`config.mk`:
```
export PLATFORM = sky130hd
export DESIGN_NAME = ysyx_25040109_lsu_flat
export DESIGN_NICKNAME = d
export VERILOG_FILES = /design/src/rtl/ysyx_25040109_pkg.sv /design/src/rtl/ysyx_25040109_lsu_if.sv /design/src/rtl/ysyx_25040109_lsu_ext.sv /design/src/rtl/ysyx_25040109_lsu.sv /design/src/flat_wrapper.sv
export SDC_FILE = /design/constraint.sdc
export NUM_CORES = 1
export LEC_CHECK = 0
export ABC_AREA = 1
export CAP_MARGIN = 20
export CORE_UTILIZATION = 43
export CTS_CLUSTER_DIAMETER = 30
export DETAILED_ROUTE_END_ITERATION = 7
export GPL_ROUTABILITY_DRIVEN = 0
export PLACE_DENSITY = 0.89
export SYNTH_ARGS = -nofsm -noshare
export SYNTH_HDL_FRONTEND = slang
export SYNTH_SLANG_ARGS = --single-unit
```
`constraint.sdc`:
```
create_clock -name clk -period 4.3 [get_ports clk]
set_input_delay 1.29 -clock clk [delete_from_list [all_inputs] [get_ports clk]]
set_output_delay 1.29 -clock clk [all_outputs]
set_load 0.05 [all_outputs]
```
`src/rtl/ysyx_25040109_pkg.sv`:
```
// Shared LSU encodings: RV32 funct3 width codes, dmem write-length codes, FSM states,
// the captured request record and small decode helpers.
package ysyx_25040109_pkg;

   localparam logic [2:0] Funct3B  = 3'b000;
   localparam logic [2:0] Funct3H  = 3'b001;
   localparam logic [2:0] Funct3W  = 3'b010;
   localparam logic [2:0] Funct3Bu = 3'b100;
   localparam logic [2:0] Funct3Hu = 3'b101;

   localparam logic [2:0] WlenNone = 3'b000;
   localparam logic [2:0] WlenB    = 3'b001;
   localparam logic [2:0] WlenH    = 3'b010;
   localparam logic [2:0] WlenW    = 3'b100;

   localparam logic [1:0] StIdle  = 2'd0;
   localparam logic [1:0] StLoad  = 2'd1;
   localparam logic [1:0] StStore = 2'd2;
   localparam logic [1:0] StResp  = 2'd3;

   typedef struct packed {
      logic        wen;
      logic [2:0]  funct3;
      logic [31:0] addr;
      logic [31:0] wdata;
   } lsu_req_t;

   // Unsigned variants exist only for loads.
   function automatic logic funct3_legal(input logic wen, input logic [2:0] funct3);
      case (funct3)
         Funct3B, Funct3H, Funct3W: return 1'b1;
         Funct3Bu, Funct3Hu:        return !wen;
         default:                   return 1'b0;
      endcase
   endfunction

   function automatic logic misaligned(input logic [2:0] funct3, input logic [1:0] off);
      case (funct3[1:0])
         2'b01:   return off[0];
         2'b10:   return off != 2'b00;
         default: return 1'b0;
      endcase
   endfunction

   function automatic logic [31:0] align_addr(input logic [2:0] funct3, input logic [31:0] addr);
      case (funct3[1:0])
         2'b01:   return {addr[31:1], 1'b0};
         2'b10:   return {addr[31:2], 2'b00};
         default: return addr;
      endcase
   endfunction

   function automatic logic [2:0] wlen_of(input logic [2:0] funct3);
      case (funct3)
         Funct3B: return WlenB;
         Funct3H: return WlenH;
         Funct3W: return WlenW;
         default: return WlenNone;
      endcase
   endfunction

endpackage

```
`src/rtl/ysyx_25040109_lsu_if.sv`:
```
// Core request/response channel plus data-memory port of the LSU.
interface ysyx_25040109_lsu_if;

   logic        req_valid;
   logic        req_ready;
   logic        req_wen;
   logic [2:0]  req_funct3;
   logic [31:0] req_addr;
   logic [31:0] req_wdata;

   logic        resp_valid;
   logic        resp_ready;
   logic [31:0] resp_rdata;
   logic        resp_err;

   logic [31:0] dmem_raddr;
   logic        dmem_ren;
   logic [31:0] dmem_rdata;
   logic [31:0] dmem_waddr;
   logic [31:0] dmem_wdata;
   logic [2:0]  dmem_wlen;
   logic        dmem_wen;

   modport slave (
      input  req_valid, req_wen, req_funct3, req_addr, req_wdata, resp_ready, dmem_rdata,
      output req_ready, resp_valid, resp_rdata, resp_err,
      output dmem_raddr, dmem_ren, dmem_waddr, dmem_wdata, dmem_wlen, dmem_wen
   );

   modport master (
      output req_valid, req_wen, req_funct3, req_addr, req_wdata, resp_ready, dmem_rdata,
      input  req_ready, resp_valid, resp_rdata, resp_err,
      input  dmem_raddr, dmem_ren, dmem_waddr, dmem_wdata, dmem_wlen, dmem_wen
   );

endinterface

```
`src/rtl/ysyx_25040109_lsu_ext.sv`:
```
// Load data alignment and extension: picks the addressed lane out of a memory word
// and sign/zero-extends it according to funct3.
module ysyx_25040109_lsu_ext
   import ysyx_25040109_pkg::*;
(
   input  logic [31:0] rdata_i,
   input  logic [1:0]  offset_i,
   input  logic [2:0]  funct3_i,
   output logic [31:0] result_o
);

   logic [31:0] shifted;

   assign shifted = rdata_i >> {offset_i, 3'b000};

   always_comb begin
      result_o = '0;
      case (funct3_i)
         Funct3B:  result_o = {{24{shifted[7]}}, shifted[7:0]};
         Funct3H:  result_o = {{16{shifted[15]}}, shifted[15:0]};
         Funct3W:  result_o = shifted;
         Funct3Bu: result_o = {24'h0, shifted[7:0]};
         Funct3Hu: result_o = {16'h0, shifted[15:0]};
         default:  result_o = '0;
      endcase
   end

endmodule

```
`src/rtl/ysyx_25040109_lsu.sv`:
```
// Single-outstanding load/store unit: accepts one core request, performs a one-cycle
// dmem access (or reports an error), then holds the response until the core takes it.
module ysyx_25040109_lsu
   import ysyx_25040109_pkg::*;
#(
   parameter int unsigned MISALIGN_ERR = 1
) (
   input logic                clk,
   input logic                rst,
   ysyx_25040109_lsu_if.slave bus
);

   localparam bit ErrOnMisalign = (MISALIGN_ERR != 0);

   logic [1:0]  state_q, state_d;
   lsu_req_t    req_q, req_d;
   logic [31:0] rdata_q, rdata_d;
   logic        err_q, err_d;
   logic [31:0] load_result;
   logic        req_bad;

   assign req_bad = !funct3_legal(bus.req_wen, bus.req_funct3) ||
                    (ErrOnMisalign && misaligned(bus.req_funct3, bus.req_addr[1:0]));

   ysyx_25040109_lsu_ext u_ext (
      .rdata_i  (bus.dmem_rdata),
      .offset_i (req_q.addr[1:0]),
      .funct3_i (req_q.funct3),
      .result_o (load_result)
   );

   always_comb begin
      state_d = state_q;
      req_d   = req_q;
      rdata_d = rdata_q;
      err_d   = err_q;
      case (state_q)
         StIdle: begin
            if (bus.req_valid) begin
               req_d.wen    = bus.req_wen;
               req_d.funct3 = bus.req_funct3;
               req_d.wdata  = bus.req_wdata;
               // With errors disabled the access silently snaps to natural alignment.
               req_d.addr   = ErrOnMisalign ? bus.req_addr
                                            : align_addr(bus.req_funct3, bus.req_addr);
               rdata_d      = '0;
               err_d        = req_bad;
               if (req_bad) begin
                  state_d = StResp;
               end else begin
                  state_d = bus.req_wen ? StStore : StLoad;
               end
            end
         end
         StLoad: begin
            rdata_d = load_result;
            err_d   = 1'b0;
            state_d = StResp;
         end
         StStore: begin
            rdata_d = '0;
            err_d   = 1'b0;
            state_d = StResp;
         end
         StResp: begin
            if (bus.resp_ready) begin
               state_d = StIdle;
            end
         end
         default: state_d = StIdle;
      endcase
   end

   always_ff @(posedge clk or posedge rst) begin
      if (rst) begin
         state_q <= StIdle;
         req_q   <= '0;
         rdata_q <= '0;
         err_q   <= 1'b0;
      end else begin
         state_q <= state_d;
         req_q   <= req_d;
         rdata_q <= rdata_d;
         err_q   <= err_d;
      end
   end

   // Every dmem strobe is a pure state decode so an async reset kills it at once.
   assign bus.req_ready  = (state_q == StIdle) && !rst;
   assign bus.resp_valid = (state_q == StResp);
   assign bus.resp_rdata = rdata_q;
   assign bus.resp_err   = err_q;

   assign bus.dmem_ren   = (state_q == StLoad);
   assign bus.dmem_raddr = bus.dmem_ren ? {req_q.addr[31:2], 2'b00} : '0;

   assign bus.dmem_wen   = (state_q == StStore);
   assign bus.dmem_waddr = bus.dmem_wen ? req_q.addr : '0;
   assign bus.dmem_wdata = bus.dmem_wen ? req_q.wdata : '0;
   assign bus.dmem_wlen  = bus.dmem_wen ? wlen_of(req_q.funct3) : WlenNone;

endmodule

```
`src/flat_wrapper.sv`:
```
// flat-port wrapper written by rule: the top's interface ports become plain ports
module ysyx_25040109_lsu_flat import ysyx_25040109_pkg::*;
#(
   parameter int unsigned MISALIGN_ERR = 1
)
  (clk, rst, bus_req_valid, bus_req_wen, bus_req_funct3, bus_req_addr, bus_req_wdata, bus_resp_ready, bus_dmem_rdata, bus_req_ready, bus_resp_valid, bus_resp_rdata, bus_resp_err, bus_dmem_raddr, bus_dmem_ren, bus_dmem_waddr, bus_dmem_wdata, bus_dmem_wlen, bus_dmem_wen);
  ysyx_25040109_lsu_if bus_i ();
  input logic clk;
  input logic rst;
  input wire logic [$bits(bus_i.req_valid)-1:0] bus_req_valid;
  input wire logic [$bits(bus_i.req_wen)-1:0] bus_req_wen;
  input wire logic [$bits(bus_i.req_funct3)-1:0] bus_req_funct3;
  input wire logic [$bits(bus_i.req_addr)-1:0] bus_req_addr;
  input wire logic [$bits(bus_i.req_wdata)-1:0] bus_req_wdata;
  input wire logic [$bits(bus_i.resp_ready)-1:0] bus_resp_ready;
  input wire logic [$bits(bus_i.dmem_rdata)-1:0] bus_dmem_rdata;
  output wire logic [$bits(bus_i.req_ready)-1:0] bus_req_ready;
  output wire logic [$bits(bus_i.resp_valid)-1:0] bus_resp_valid;
  output wire logic [$bits(bus_i.resp_rdata)-1:0] bus_resp_rdata;
  output wire logic [$bits(bus_i.resp_err)-1:0] bus_resp_err;
  output wire logic [$bits(bus_i.dmem_raddr)-1:0] bus_dmem_raddr;
  output wire logic [$bits(bus_i.dmem_ren)-1:0] bus_dmem_ren;
  output wire logic [$bits(bus_i.dmem_waddr)-1:0] bus_dmem_waddr;
  output wire logic [$bits(bus_i.dmem_wdata)-1:0] bus_dmem_wdata;
  output wire logic [$bits(bus_i.dmem_wlen)-1:0] bus_dmem_wlen;
  output wire logic [$bits(bus_i.dmem_wen)-1:0] bus_dmem_wen;
  assign bus_i.req_valid = bus_req_valid;
  assign bus_i.req_wen = bus_req_wen;
  assign bus_i.req_funct3 = bus_req_funct3;
  assign bus_i.req_addr = bus_req_addr;
  assign bus_i.req_wdata = bus_req_wdata;
  assign bus_i.resp_ready = bus_resp_ready;
  assign bus_i.dmem_rdata = bus_dmem_rdata;
  assign bus_req_ready = bus_i.req_ready;
  assign bus_resp_valid = bus_i.resp_valid;
  assign bus_resp_rdata = bus_i.resp_rdata;
  assign bus_resp_err = bus_i.resp_err;
  assign bus_dmem_raddr = bus_i.dmem_raddr;
  assign bus_dmem_ren = bus_i.dmem_ren;
  assign bus_dmem_waddr = bus_i.dmem_waddr;
  assign bus_dmem_wdata = bus_i.dmem_wdata;
  assign bus_dmem_wlen = bus_i.dmem_wlen;
  assign bus_dmem_wen = bus_i.dmem_wen;
  ysyx_25040109_lsu #(.MISALIGN_ERR(MISALIGN_ERR)) u_core (.clk(clk), .rst(rst), .bus(bus_i));
endmodule
```
==> results.py, run 1 <==
metrics = {
    "power": {
        "powerDensity_nw_per_um2": 783.3,
        "vdd_ir_drop_max_mv": 0.3846,
        "p_leak_nw": 4.749,
    },
    "clocking": {
        "htree_num_levels": 3,
        "clock_path_buffers": 2,
        "cts.sinks": 102,
        "insertion_delay_ps": 350,
        "cts-hold-fix-buffers": 0,
        "cts_tree": "yes",
        "cts-resized-gates": 0,
        "root_buffer": "clkbuf_16",
        "numCtsBuffers": 9,
        "cts.clk_slew.worst_paths_ps": 70,
        "cts_setup_buffers": 0,
    },
    "timing": {
        "fin_crit_sh": 0.9119,
        "final.setup.tns_ps": 0,
        "hold_viol_final": 0,
        "tightestPinTransition_ps": 790.6,
        "drv_slew": 0,
        "finalSetupViolCount": 0,
        "rsz0062_at_grt": "false",
        "relSlewSlack": 0.4729,
        "clock_skew_ps": 5.140,
        "max_freq_ghz": 0.2550,
        "min_period_ps": 3921,
        "hold_slack_ps": 479.4,
    },
    "logic_synthesis": {
        "synth_seq_cells": 102,
        "seq_area_frac_synth": 0.4515,
        "syn_inst": 836,
        "synth_area_leader_cell": "dfrtp_1",
        "synth_area_um2": 5653,
        "yosysTopAreaCellShare": 0.4515,
        "synth_area_leaders": "dfrtp_1 (45%), nand2_1 (30%), inv_1 (7.6%), nand3_1 (4.0%), ha_1 (1.8%)",
        "synthDistinctLibCells": 31,
        "synth.avg_cell_area_um2": 6.762,
        "yosys_warnings": 0,
    },
    "routing": {
        "wirelength_um": 16780,
        "drc": 0,
        "wire_per_inst_um": 13.73,
        "drt-initial-drc-count": 472,
        "dr_total_vias": 5847,
        "ant_nets": 0,
        "vias_per_cell": 4.785,
        "dr.pass1.iters": 5,
    },
    "place": {
        "place_hpwl_um": 11830,
        "portBuffers": 237,
        "placed_cells": 1207,
    },
    "floorplanning": {
        "fp.dieW_um": 116.7,
        "die_h_um": 116.7,
        "rows": 41,
        "fp.coreArea_um2": 12720,
        "pin_count": 240,
        "die-area_um2": 13610,
        "start_util": 0.4443,
    },
    "outcome": {
        "outcome": "complete, no violations",
    },
    "grt": {
        "grt_pass1_vias": 5291,
        "grt_overflow": 0,
        "grt_first_pass_wirelength_um": 25700,
        "grt_use_total": 0.2487,
        "grt_max_degree": 70,
        "antenna_found_initial": 1,
    },
    "run": {
        "maxCapViolCount": 0,
    },
    "finish": {
        "syn2layout_area_growth_pct": 47.96,
        "fillers": 1083,
        "final_layout_size_suffix_gt1_frac": 0.03810,
        "diodes": 0,
        "finalNetCount": 1158,
        "instances_no_fill": 1222,
    },
    "worst_setup_path": {
        "max_stage_delay_ps": 810,
        "cp_max_fo": 49,
        "cp-start-kind": "flop",
        "endpoint_kind": "output port",
        "worstPathCellList": "inv_1 > ha_2 > buf_12 > nand2_1 > inv_1 > clkdlybuf4s50_1",
        "crit_path_frequent_cell": "inv_1",
        "criticalPathCategory": "reg2out",
        "cp.arrival_ps": 2630,
        "path_buf_inv": 4,
        "crit_family": "buffers and inverters",
        "required_ps": 3010,
        "cp_slowest_cell": "clkdlybuf4s50_1",
    },
    "worst_hold_path": {
        "min_path_type": "reg2reg",
    },
}
logic make-up after synthesis:
family,Yosys count,synth area share
AND/OR/NAND/NOR,530,0.3743
other,1,0.0006634
adder cells (fa/ha/maj),8,0.01771
flip-flops,102,0.4515
buffers and inverters,164,0.1268
AO/OA/AOI/OAI,31,0.02900
cell type report:
| type | instances | area (um^2) | share of cell area |
|---|---|---|---|
| Timing Repair Buffer | 244 | 2447 | 0.2926 |
| Sequential cell | 102 | 2552 | 0.3052 |
| Clock inverter | 3 | 42.54 | 0.005086 |
| Multi-Input combinational cell | 571 | 2392 | 0.2860 |
| Tap cell | 172 | 215.2 | 0.02573 |
| Clock buffer | 12 | 266.5 | 0.03186 |
| Inverter | 118 | 447.9 | 0.05355 |
synthesized netlist by cell type, drive strengths merged:
master / n
o21a: 1
nor4: 1
nand2: 463
inv: 118
buf: 25
dfrtp: 102
o211ai: 1
o21ai: 26
ha: 8
clkbuf: 21
nor3: 2
nand3: 49
nor2: 14
nand4: 1
conb: 1
a21oi: 3
through the flow:
step	total power, W	utilization	instance area, um^2	worst slack, ps
2_1_floorplan	0.004502	-	5657	171.3
3_3_place_gp	0.005629	0.6332	8055	829.0
3_5_place_dp	0.005708	0.6332	8055	760.3
4_1_cts	0.006580	0.6575	8364	385.7
5_1_grt	0.006976	0.6575	8364	271.5
6_report	0.006552	0.6575	8364	378.9
worst register-to-register path, stage by stage (launching register included):
cell,delay [ps]
dfrtp_1,660
inv_1,500
nand3_1,290
nand3_2,440
nand3_1,260
nand2_1,70
nand2_1,70
power breakdown:
group	leakage (nW)	switching [W]	internal [W]
sequential	1.32	0.000327	0.00138
combinational	3.28	0.00276	0.00124
clock	0.151	0.000352	0.000495
total	4.75	0.00344	0.00312
registers in the layout (all words and copies together), names as in the netlist:
name                   count
u_core.req_q              67
u_core.bus.resp_rdata     32
u_core.state_q             2
u_core.bus.resp_err        1
path summary, 6_finish.rpt:
check	to	slack, ps	startpoint	cells past startpoint
max	bus_dmem_wdata[31]	380	u_core.state_q[0]$_DFFE_PP0P_	6
min	u_core.bus.resp_rdata[16]$_DFFE_PP0P_	480	u_core.bus.resp_rdata[16]$_DFFE_PP0P_	2
max in group asynchronous	u_core.state_q[0]$_DFFE_PP0P_	2070	rst	3
max reg2reg	u_core.bus.resp_rdata[24]$_DFFE_PP0P_	1960	u_core.req_q[33]$_DFFE_PP0P_	6
min in group asynchronous	u_core.req_q[25]$_DFFE_PP0P_	1530	rst	2
min reg2reg	u_core.bus.resp_rdata[16]$_DFFE_PP0P_	480	u_core.bus.resp_rdata[16]$_DFFE_PP0P_	2
per-layer routing:
| layer | GRT usage | share of wire |
|---|---|---|
| met1 | 0.3042 | 0.40 |
| met2 | 0.4063 | 0.47 |
| met3 | 0.07109 | 0.088 |
| met4 | 0.1165 | 0.034 |
| met5 | 0 | 0.00077 |
cell usage in the layout, fill, tap and decap left out, drive strengths merged:
cell | synthesis | routed
nor2 | 14 | 14
o211ai | 1 | 1
inv | 118 | 118
dfrtp | 102 | 102
buf | 25 | 8
nand3 | 49 | 49
nand2 | 463 | 463
o21a | 1 | 1
clkinvlp | 0 | 1
clkbuf | 21 | 12
a21oi | 3 | 3
clkdlybuf4s50 | 0 | 236
nand4 | 1 | 1
nor3 | 2 | 2
bufinv | 0 | 1
ha | 8 | 8
conb | 1 | 2
o21ai | 26 | 26
nor4 | 1 | 1
clkinv | 0 | 1
Note: power is estimated with default switching activity, not from simulation.
==> run 2: changes to the inputs <==
- MAX_ROUTING_LAYER: unset -> met4
==> results.py, run 2 (same netlist as run 1, synthesis figures left out) <==
metrics = {
    "outcome": {
        "outcome": "complete, no violations",
    },
    "power": {
        "swShare": 0.5243,
        "total_power_w": 0.006552,
        "p_leak_nw": 4.749,
        "pwr-share-clk": 0.129,
        "powerDensity_nw_per_um2": 783.1,
        "power_frac_seq": 0.260,
        "p_int_w": 0.003117,
        "combPwrFrac": 0.611,
        "p_switching_w": 0.003435,
        "vdd_ir_drop_max_mv": 0.3866,
    },
    "routing": {
        "vias_per_cell": 4.809,
        "dr.pass1.iters": 5,
        "wire_per_inst_um": 13.73,
        "drt-initial-drc-count": 414,
        "drc": 0,
        "wirelength_um": 16790,
        "dr_total_vias": 5882,
        "ant_nets": 0,
    },
    "timing": {
        "hold_viol_final": 0,
        "rsz0062_at_grt": "false",
        "relSlewSlack": 0.4727,
        "tightestPinTransition_ps": 791.0,
        "fin_crit_sh": 0.9090,
        "finalSetupViolCount": 0,
        "setup_ws_ps": 391.1,
        "min_period_ps": 3909,
        "final.setup.tns_ps": 0,
        "drv_slew": 0,
        "clock_skew_ps": 6.089,
        "max_freq_ghz": 0.2558,
    },
    "grt": {
        "grt_first_pass_wirelength_um": 25710,
        "antenna_found_initial": 1,
        "grt_overflow": 0,
        "grt_use_total": 0.2561,
        "grt_pass1_vias": 5277,
        "grt_max_degree": 70,
    },
    "finish": {
        "finalNetCount": 1158,
        "fillers": 1082,
        "largest_register": "u_core.req_q",
        "final_common_cell": "nand2_1",
        "largest_reg_flops": 67,
        "seq_area_um2": 2552,
        "layout_common_cells": "nand2_1 (458), clkdlybuf4s50_1 (236), inv_1 (114)",
        "syn2layout_area_growth_pct": 48.01,
        "multi_input_area_um2": 2392,
        "final_layout_size_suffix_gt1_frac": 0.03810,
    },
    "floorplanning": {
        "die_h_um": 116.7,
        "fp.coreArea_um2": 12720,
        "start_util": 0.4443,
        "rows": 41,
        "pin_count": 240,
        "die-area_um2": 13610,
        "fp.dieW_um": 116.7,
    },
    "clocking": {
        "insertion_delay_ps": 350,
        "clock_path_buffers": 2,
        "cts.clk_slew.worst_paths_ps": 70,
        "cts-resized-gates": 0,
        "cts_tree": "yes",
        "cts.sinks": 102,
        "cts_setup_buffers": 0,
        "cts-hold-fix-buffers": 0,
        "numCtsBuffers": 9,
        "htree_num_levels": 3,
        "root_buffer": "clkbuf_16",
    },
    "worst_setup_path": {
        "endpoint_kind": "output port",
        "cp.arrival_ps": 2620,
        "rr_worst_depth": 6,
        "path_buf_inv": 4,
        "timing.rr.end": "u_core.bus.resp_rdata[24]$_DFFE_PP0P_",
        "crit_path_frequent_cell": "inv_1",
        "rrSetupSlack_ps": 1980,
        "cp-start-kind": "flop",
        "cp_max_fo": 49,
        "max_stage_delay_ps": 810,
        "worstPathCellList": "inv_1 > ha_2 > buf_12 > nand2_1 > inv_1 > clkdlybuf4s50_1",
        "criticalPathCategory": "reg2out",
        "rr_startpoint": "u_core.req_q[33]$_DFFE_PP0P_",
        "required_ps": 3010,
        "cp_slowest_cell": "clkdlybuf4s50_1",
        "crit_family": "buffers and inverters",
    },
    "run": {
        "maxCapViolCount": 0,
    },
    "worst_hold_path": {
        "worstHoldEndpoint": "u_core.bus.resp_rdata[16]$_DFFE_PP0P_",
        "hold_depth": 2,
        "min_path_type": "reg2reg",
        "min_from": "u_core.bus.resp_rdata[16]$_DFFE_PP0P_",
    },
    "place": {
        "place_ws_ps": 760.3,
        "portBuffers": 237,
        "place_hpwl_um": 11830,
    },
}
==> run 2: worst max path at each step <==
stage,from,endpoint,cells past startpoint
finish,u_core.state_q[0]$_DFFE_PP0P_,bus_dmem_wdata[31],6
global route,u_core.state_q[0]$_DFFE_PP0P_,bus_dmem_waddr[11],6
CTS,u_core.state_q[0]$_DFFE_PP0P_,bus_dmem_waddr[29],6
detailed placement,u_core.state_q[0]$_DFFE_PP0P_,bus_dmem_wdata[31],6
global placement,u_core.state_q[0]$_DFFE_PP0P_,bus_dmem_waddr[16],6
floorplan,u_core.state_q[0]$_DFFE_PP0P_,bus_dmem_wlen[0],5
==> run 2: worst register-to-register path: cells and delay by family (launching register included) <==
family        cells  cell delay, ps
simple gates      5            1120
buf+inv           1             490
flops             1             650
==> run 2: layout make-up <==
class                      count  area share
sequential                   102      0.3051
multi-input combinational    571      0.2859
tap                          172     0.02572
timing repair buffer         244      0.2925
clock inverter                 3    0.005084
clock buffer                  12     0.03185
antenna                        1   0.0002991
inverter                     118     0.05354
==> run 2: through the flow <==
| step | std cells | hold slack [ps] | cell area, um^2 | utilization |
|---|---|---|---|---|
| finish | 1223 | 479.1 | 8367 | 0.6577 |
| CTS | 1222 | 482.1 | 8364 | 0.6575 |
| floorplan | 837 | 448.7 | 5657 | - |
| global route | 1223 | 503.2 | 8367 | 0.6577 |
| global placement | 1207 | 461.3 | 8055 | 0.6332 |
| detailed placement | 1207 | 463.6 | 8055 | 0.6332 |
==> run 2: layer usage <==
metal	vias up	GRT usage	share of wire	wire length (um)
met1	2672	0.3131	0.42	7012
li1	2878	-	-	-
met4	0	0.1291	0.036	601
met5	-	-	0	0
met2	284	0.4059	0.47	7852
met3	48	0.04826	0.079	1322
==> run 2: power by group through the flow <==
stage               Sequential [W]  Clock (W)  Combinational [W]
global route               0.00175   0.000898            0.00432
detailed placement         0.00170          0            0.00401
global placement           0.00170          0            0.00393
finish                     0.00170   0.000848            0.00400
CTS                        0.00170   0.000860            0.00402
floorplan                  0.00201          0            0.00249
==> run 3: changes to the inputs <==
- CTS_CLUSTER_SIZE: unset -> 12
==> results of run 3 <==
Same layout as run 2: the final DEF is identical, and so are final timing and power.
